==> config.mk <==
export PLATFORM = sky130hd
export DESIGN_NAME = fetch_unit
export DESIGN_NICKNAME = d
export VERILOG_FILES = /design/src/rtl/cpu_pkg.sv /design/src/rtl/fetch_fifo.sv /design/src/rtl/fetch_unit.sv
export SDC_FILE = /design/constraint.sdc
export NUM_CORES = 1
export LEC_CHECK = 0
export BUFFER_PORTS_ARGS = -buffer_cell sky130_fd_sc_hd__buf_4
export CAP_MARGIN = 20
export CORE_ASPECT_RATIO = 1.25
export CORE_UTILIZATION = 60
export CTS_BUF_LIST = sky130_fd_sc_hd__clkbuf_4
export DETAILED_ROUTE_END_ITERATION = 16
export PLACE_DENSITY = 0.9
export SYNTH_ARGS = -nofsm -noshare
export SYNTH_HDL_FRONTEND = slang
export SYNTH_SLANG_ARGS = --single-unit
==> constraint.sdc <==
create_clock -name clk -period 6.11 [get_ports clk]
set_input_delay 0.611 -clock clk [delete_from_list [all_inputs] [get_ports clk]]
set_output_delay 0.611 -clock clk [all_outputs]
set_load 0.02 [all_outputs]
==> src/rtl/cpu_pkg.sv <==
`default_nettype none
// +------------------------------------------------------------------+
// | cpu_pkg                                                          |
// | Shared CPU types: opcodes, ALU ops, fetch FSM states, constants. |
// | Rev 1.0                                                          |
// +------------------------------------------------------------------+
package cpu_pkg;

   localparam logic [31:0] c_NOP = 32'h0000_0013;

   typedef enum logic [6:0] {
      OP_LUI    = 7'b0110111,
      OP_AUIPC  = 7'b0010111,
      OP_JAL    = 7'b1101111,
      OP_JALR   = 7'b1100111,
      OP_BRANCH = 7'b1100011,
      OP_LOAD   = 7'b0000011,
      OP_STORE  = 7'b0100011,
      OP_IMM    = 7'b0010011,
      OP_REG    = 7'b0110011
   } opcode_t;

   typedef enum logic [3:0] {
      ALU_ADD, ALU_SUB, ALU_SLL, ALU_SLT, ALU_SLTU,
      ALU_XOR, ALU_SRL, ALU_SRA, ALU_OR,  ALU_AND
   } alu_op_t;

   typedef enum logic [1:0] {
      FS_IDLE  = 2'd0,
      FS_FETCH = 2'd1,
      FS_FLUSH = 2'd2
   } fetch_state_t;

   typedef struct packed {
      logic [31:0] pc;
      logic [31:0] data;
   } fetch_entry_t;

endpackage
`default_nettype wire

==> src/rtl/fetch_fifo.sv <==
`default_nettype none
// +------------------------------------------------------------------+
// | fetch_fifo                                                       |
// | DEPTH-entry {pc,data} instruction buffer with synchronous flush. |
// | Rev 1.0                                                          |
// +------------------------------------------------------------------+
module fetch_fifo
   import cpu_pkg::*;
#(
   parameter int DEPTH = 4
) (
   input  logic                       clk,
   input  logic                       reset,
   input  logic                       flush,
   input  logic                       push,
   input  fetch_entry_t               push_data,
   input  logic                       pop,
   output fetch_entry_t               pop_data,
   output logic                       full,
   output logic                       empty,
   output logic [$clog2(DEPTH+1)-1:0] count
);

   localparam int c_AW = $clog2(DEPTH);
   localparam int c_CW = $clog2(DEPTH + 1);

   fetch_entry_t    r_mem [DEPTH];
   logic [c_AW-1:0] r_rd_ptr;
   logic [c_AW-1:0] r_wr_ptr;
   logic [c_CW-1:0] r_count;
   logic            w_do_push;
   logic            w_do_pop;

   assign empty     = (r_count == '0);
   assign full      = (r_count == c_CW'(DEPTH));
   assign count     = r_count;
   assign pop_data  = r_mem[r_rd_ptr];
   assign w_do_pop  = pop && !empty;
   // A full buffer still takes a push when the head leaves in the same cycle
   assign w_do_push = push && (!full || w_do_pop);

   always_ff @(posedge clk or negedge reset) begin
      if (!reset) begin
         r_rd_ptr <= '0;
         r_wr_ptr <= '0;
         r_count  <= '0;
         for (int i = 0; i < DEPTH; i++) r_mem[i] <= '0;
      end else if (flush) begin
         r_rd_ptr <= '0;
         r_wr_ptr <= '0;
         r_count  <= '0;
      end else begin
         if (w_do_push) begin
            r_mem[r_wr_ptr] <= push_data;
            r_wr_ptr        <= r_wr_ptr + c_AW'(1);
         end
         if (w_do_pop) r_rd_ptr <= r_rd_ptr + c_AW'(1);
         r_count <= r_count + c_CW'(w_do_push) - c_CW'(w_do_pop);
      end
   end

endmodule
`default_nettype wire

==> src/rtl/fetch_unit.sv <==
`default_nettype none
// +------------------------------------------------------------------+
// | fetch_unit                                                       |
// | Credit-limited instruction fetch with redirect/flush handling.   |
// | Optional macro FETCH_PERF_CNT_EN adds the stall_cycles counter.  |
// | Rev 1.0                                                          |
// +------------------------------------------------------------------+
module fetch_unit
   import cpu_pkg::*;
#(
   parameter int          DEPTH    = 4,
   parameter logic [31:0] RESET_PC = 32'h0000_0000
) (
   input  logic        clk,
   input  logic        reset,
   output logic        imem_req_valid,
   output logic [31:0] imem_req_addr,
   input  logic        imem_req_ready,
   input  logic        imem_rsp_valid,
   input  logic [31:0] imem_rsp_data,
   input  logic        redirect_valid,
   input  logic [31:0] redirect_pc,
   output logic        inst_valid,
   output logic [31:0] inst_pc,
   output logic [31:0] inst_data,
   input  logic        inst_ready
`ifdef FETCH_PERF_CNT_EN
   ,
   output logic [31:0] stall_cycles
`endif
);

   localparam int c_CW = $clog2(DEPTH + 1);
   localparam int c_SW = c_CW + 1;

   fetch_state_t    r_state;
   fetch_state_t    w_state_next;
   logic [31:0]     r_fetch_pc;
   logic [31:0]     w_pc_next;
   logic [31:0]     r_target_pc;
   logic [31:0]     r_rsp_pc;
   logic            r_req_valid;
   logic            w_req_valid_next;
   logic [c_CW-1:0] r_outstanding;
   logic [c_CW-1:0] w_out_next;
   logic [c_CW-1:0] w_occ_next;
   logic [c_SW-1:0] w_credit_sum;
   logic [c_CW-1:0] w_fifo_count;
   logic [31:0]     w_redirect_pc;
   logic            w_accept;
   logic            w_req_hold;
   logic            w_drop;
   logic            w_push;
   logic            w_pop;
   logic            w_fifo_full;
   logic            w_fifo_empty;
   fetch_entry_t    w_head;

   assign w_redirect_pc = {redirect_pc[31:2], 2'b00};
   assign w_accept      = r_req_valid && imem_req_ready;
   assign w_req_hold    = r_req_valid && !imem_req_ready;
   // Responses belong to the old stream in the redirect cycle and throughout FLUSH
   assign w_drop        = redirect_valid || (r_state == FS_FLUSH);
   assign w_pop         = inst_valid && inst_ready;
   assign w_push        = imem_rsp_valid && !w_drop && (!w_fifo_full || w_pop);

   assign imem_req_valid = r_req_valid;
   assign imem_req_addr  = r_fetch_pc;
   assign inst_valid     = !w_fifo_empty;
   assign inst_pc        = w_head.pc;
   assign inst_data      = w_head.data;

   fetch_fifo #(
      .DEPTH (DEPTH)
   ) u_fifo (
      .clk       (clk),
      .reset     (reset),
      .flush     (redirect_valid),
      .push      (w_push),
      .push_data ({r_rsp_pc, imem_rsp_data}),
      .pop       (w_pop),
      .pop_data  (w_head),
      .full      (w_fifo_full),
      .empty     (w_fifo_empty),
      .count     (w_fifo_count)
   );

   always_ff @(posedge clk or negedge reset) begin
      if (!reset) r_state <= FS_IDLE;
      else        r_state <= w_state_next;
   end

   always_comb begin
      w_out_next = r_outstanding;
      if (w_accept) w_out_next = w_out_next + c_CW'(1);
      if (imem_rsp_valid && (r_outstanding != '0)) w_out_next = w_out_next - c_CW'(1);

      if (redirect_valid) w_occ_next = '0;
      else                w_occ_next = w_fifo_count + c_CW'(w_push) - c_CW'(w_pop);
      w_credit_sum = {1'b0, w_out_next} + {1'b0, w_occ_next};

      w_state_next = r_state;
      case (r_state)
         FS_IDLE:  w_state_next = FS_FETCH;
         FS_FETCH: w_state_next = FS_FETCH;
         FS_FLUSH: if ((w_out_next == '0) && !w_req_hold) w_state_next = FS_FETCH;
         default:  w_state_next = FS_IDLE;
      endcase
      if (redirect_valid) begin
         if ((r_state != FS_FLUSH) && (r_outstanding == '0) && !r_req_valid)
            w_state_next = FS_FETCH;
         else
            w_state_next = FS_FLUSH;
      end

      w_pc_next = r_fetch_pc;
      if (w_accept) w_pc_next = r_fetch_pc + 32'd4;
      if (redirect_valid && (w_state_next == FS_FETCH))
         w_pc_next = w_redirect_pc;
      else if ((r_state == FS_FLUSH) && (w_state_next == FS_FETCH))
         w_pc_next = r_target_pc;

      // A request once raised stays up until accepted, whatever the state does
      if (w_req_hold) w_req_valid_next = 1'b1;
      else            w_req_valid_next = (w_state_next == FS_FETCH) &&
                                         (w_credit_sum < c_SW'(DEPTH));
   end

   always_ff @(posedge clk or negedge reset) begin
      if (!reset) begin
         r_fetch_pc    <= RESET_PC;
         r_target_pc   <= RESET_PC;
         r_rsp_pc      <= RESET_PC;
         r_req_valid   <= 1'b0;
         r_outstanding <= '0;
      end else begin
         r_fetch_pc    <= w_pc_next;
         r_req_valid   <= w_req_valid_next;
         r_outstanding <= w_out_next;
         if (redirect_valid) begin
            r_target_pc <= w_redirect_pc;
            r_rsp_pc    <= w_redirect_pc;
         end else if (w_push) begin
            r_rsp_pc    <= r_rsp_pc + 32'd4;
         end
      end
   end

`ifdef FETCH_PERF_CNT_EN
   logic [31:0] r_stall_cycles;

   always_ff @(posedge clk or negedge reset) begin
      if (!reset)
         r_stall_cycles <= '0;
      else if ((r_state != FS_IDLE) && !inst_valid && (r_stall_cycles != 32'hFFFF_FFFF))
         r_stall_cycles <= r_stall_cycles + 32'd1;
   end

   assign stall_cycles = r_stall_cycles;
`endif

endmodule
`default_nettype wire

==> summary.md <==
| Metric | Value |
|---|---|
| Crit path cell chain | `and2_1, buf_4, xnor2_1, ha_1, and4bb_1, a211o_1, a2111oi_2, nand3_2, buf_4, o22ai_1, a21oi_1` |
| Minimum clock period | `3810 ps` |
| Count leader, synth | `dfrtp_1` |
| Root buf cell | `clkbuf_4` |
| Critical path class | `reg2reg` |
| Leak Pwr | `8.77 nW` |
| GRT Util Overall | `27.7%` |
| FMAX | `262 MHz` |
| Clk_lat worst skew | `720 ps` |
| # Post-CTS Setup Buffers | `0` |
| Port Buf Inserts | `161` |
| Vias in the first global route | `roughly 12k` |
| Placed inst area | `17,800 um^2` |
| Final hold vios | `0` |
| Max Slew Vio Count | `0` |
| Synth top area cells | `dfrtp_1, mux2_2, mux4_2` |
| Mapped Cells | `approximately 1.3k` |
| Yosys cell types | `65` |
| Aggregate routed wire length | `about 38 mm` |
| Die W | `150 um` |
| Cell Int Power | `0.00598 W` |
| Power Density | `488 nW/um^2` |
| Global-route wire length before repair | `60.9 mm` |
| Number of synthesized register bits | `351` |
| Crit-path max cell delay | `640 ps` |
| Post-route cell area | `18,900 um^2` |
| TritonCTS Buffers | `88` |
| Crit Path Max Fanout | `33` |
| Worst EP arrival | `between 4000 and 5000 ps` |
| RSZ-0062 raised after global routing | `false` |
| Via count | `11.5k` |
| Switching Share | `between 30% and 40%` |
| Maximum buffer depth of the clock tree | `3` |
| Layout Skew | `about 60 ps` |
| Num rows | `67` |
| Initial DRC Count | `roughly 740` |
| Worst-Margin Slew | `1000 ps` |
| Critical path data required time | `6660 ps` |
| Place WS | `2110 ps` |
| Setup_tns | `0 ps` |
| Mean Syn Cell Area | `12.8 um^2` |
| Detailed Routing Iterations Pass 1 | `5` |
| Max-Cap Viols | `0` |
| Post-synth EDFFs | `0` |
| Die Span Y | `187 um` |
| Critical Path Sink Type | `flip-flop` |
| Gate power share | `37.7%` |
| Post-detailed-route wirelength per cell | `20.3 um` |
| CP startpoint kind | `flip-flop` |
| Slew HR | `33.3%` |
| VDD IR max | `0.000344 V` |
| Switch Pwr | `roughly 0.0033 W` |
| Final setup vio count | `0` |
| Clk sink count | `351` |
| Core region area | `26,900 um^2` |
| Routability Congestion | `0.885` |
| I/O Pins | `between 150 and 200` |
| Cell type with the largest total area after synthesis | `dfrtp_1` |
| Initial antenna violation count | `1` |
| Register area share after synthesis | `53.3%` |
| Dpl hpwl | `between 20 and 25 mm` |
| Largest net degree at the start of global routing | `186` |
| CP most frequent cell | `buf_4` |
| Area Growth Syn to Fin | `14.8%` |
| Final core utilization | `70.3%` |
| Worst hold path class | `in2reg` |
| PnR Total Power | `0.00924 W` |
| Total Nets Final | `around 1.6k` |
| Async set-reset flop share out of synthesis | `100%` |
| Initial Util | `about three fifths` |
| Routed Antenna Nets | `0` |
| Drt via density | `6.18` |
| H-tree levels | `3` |
| CTS tree | `done` |
| Die ar. | `~28,000 um^2` |
| Worst path slowest cell | `nand3_2` |
| Clock network fraction of design power | `20.8%` |
| Top cells by count, synth | `dfrtp_1, mux2_2, nand2_1, o21ai_0, mux4_2` |
| Tcrit/Tclk final | `approximately 62%` |
| Worst path buffer plus inverter count | `2` |
| Synth top area share | `a little over half` |
| Worst-path clk slew | `60 ps` |
| Status | `finished, final reports clean` |
| Ys flop type | `dfrtp_1` |
| Fin worst setup slack | `2300 ps` |
| CP top delay family | `compound AO/OA/AOI/OAI gates` |
| Seq pwr share | `41.5%` |
| DR DRC count | `0` |
| Gr ovfl total | `0` |
| YS warnings | `0` |
| Cell Area, Synth | `around 16,000 um^2` |
| Share of post-route cells with drive strength above 1 | `40.4%` |
==> state kept, by name, indices dropped and copies added, names as in the netlist, 3 cells and up <==
| name | count |
|---|---|
| imem_req_addr | 30 |
| r_outstanding | 3 |
| r_rsp_pc | 30 |
| r_target_pc | 30 |
| u_fifo.count | 3 |
| u_fifo.r_mem | 248 |
==> power by group through the flow <==
stage	Sequential, W	Clock, W	Combinational, W
3_3_place_gp	0.00378	0	0.00336
5_1_grt	0.00394	0.00210	0.00374
6_report	0.00383	0.00192	0.00348
3_5_place_dp	0.00386	0	0.00349
4_1_cts	0.00382	0.00198	0.00350
2_1_floorplan	0.00364	0	0.00240
==> kinds of logic (layout without fill, tap and decap cells) <==
family	count (synthesis)	after routing	share of synthesized area (%)
simple gates	246	246	7.28
compound gates	212	212	8.17
mux	312	312	25.5
buf+inv	133	360	3.53
other cells	1	5	0.0228
fa+ha+maj	17	17	1.38
flops	351	351	53.3
xor+xnor	14	14	0.744
==> layout by cell type (no fill, tap or decap), drive strengths merged, types with 2 or more instances in the layout <==
cell | netlist | layout
o22ai | 22 | 22
nor4 | 4 | 4
a21oi | 42 | 42
or4 | 3 | 3
mux4 | 62 | 62
buf | 59 | 173
clkinvlp | 0 | 2
conb | 1 | 4
nor2b | 4 | 4
clkbuf | 30 | 131
clkinv | 1 | 7
mux2i | 4 | 4
dfrtp | 351 | 351
nor3 | 12 | 12
ha | 15 | 15
or3 | 3 | 3
a22oi | 3 | 3
fa | 2 | 2
o311ai | 15 | 15
a31o | 4 | 4
nand2 | 101 | 101
nand3 | 29 | 29
and2 | 6 | 6
xnor2 | 9 | 9
o22a | 2 | 2
o21ai | 72 | 72
o211a | 3 | 3
xor2 | 5 | 5
nor2 | 41 | 41
and3 | 12 | 12
a21o | 3 | 3
a221o | 4 | 4
nand4 | 20 | 20
inv | 43 | 45
a211oi | 3 | 3
and4 | 6 | 6
a31oi | 13 | 13
o211ai | 15 | 15
mux2 | 246 | 246
==> path summary, 6_finish.rpt <==
kind,startpoint,to,slack (ps),cells past startpoint
max,imem_req_valid,imem_req_addr[16],2300,11
min,imem_req_ready,imem_req_valid,110,2
max reg2reg,imem_req_valid,imem_req_addr[16],2300,11
min reg2reg,u_fifo.r_mem[125],u_fifo.r_mem[125],480,2
max in group asynchronous,reset,u_fifo.r_mem[46],3990,3
min in group asynchronous,reset,u_fifo.r_mem[59],550,2
==> stage by stage <==
stage | hold slack (ps) | instances
2_1_floorplan | 315 | 1289
3_3_place_gp | 458 | 1716
3_5_place_dp | 469 | 1716
4_1_cts | 47.8 | 1859
5_1_grt | 84.7 | 1862
6_report | 109 | 1862
==> worst reg2reg max path: cells and delay by family, from the launching register on <==
family	cells	cell delay, ps
AOI/OAI and AO/OA	4	1020
and+or+nand+nor	3	1010
adders and majority gates	1	220
buffers and inverters	2	810
xor gates and xnor gates	1	180
DFF	1	450
==> metal layers <==
layer,GRT usage (%),part of all wire (%)
met5,0,0
met3,5.88,6.9
met1,34.0,39
met2,46.5,51
met4,12.9,3.3
==> layout make-up <==
class	count	area, um^2
clock buffers	131	983
diodes	1	2.50
well taps	345	432
fillers	1773	8000
repair buffers	174	1340
inverters	44	166
clock inverters	11	78.8
flip-flops and latches	351	8790
multi-input cells	805	7130
==> what timing repair did <==
item | in CTS | in global routing
resized for setup | 0 | 0
hold buffers | 1 | 0
hold endpoints to repair | 109 | 0
Note: power is estimated with default switching activity, not from simulation.
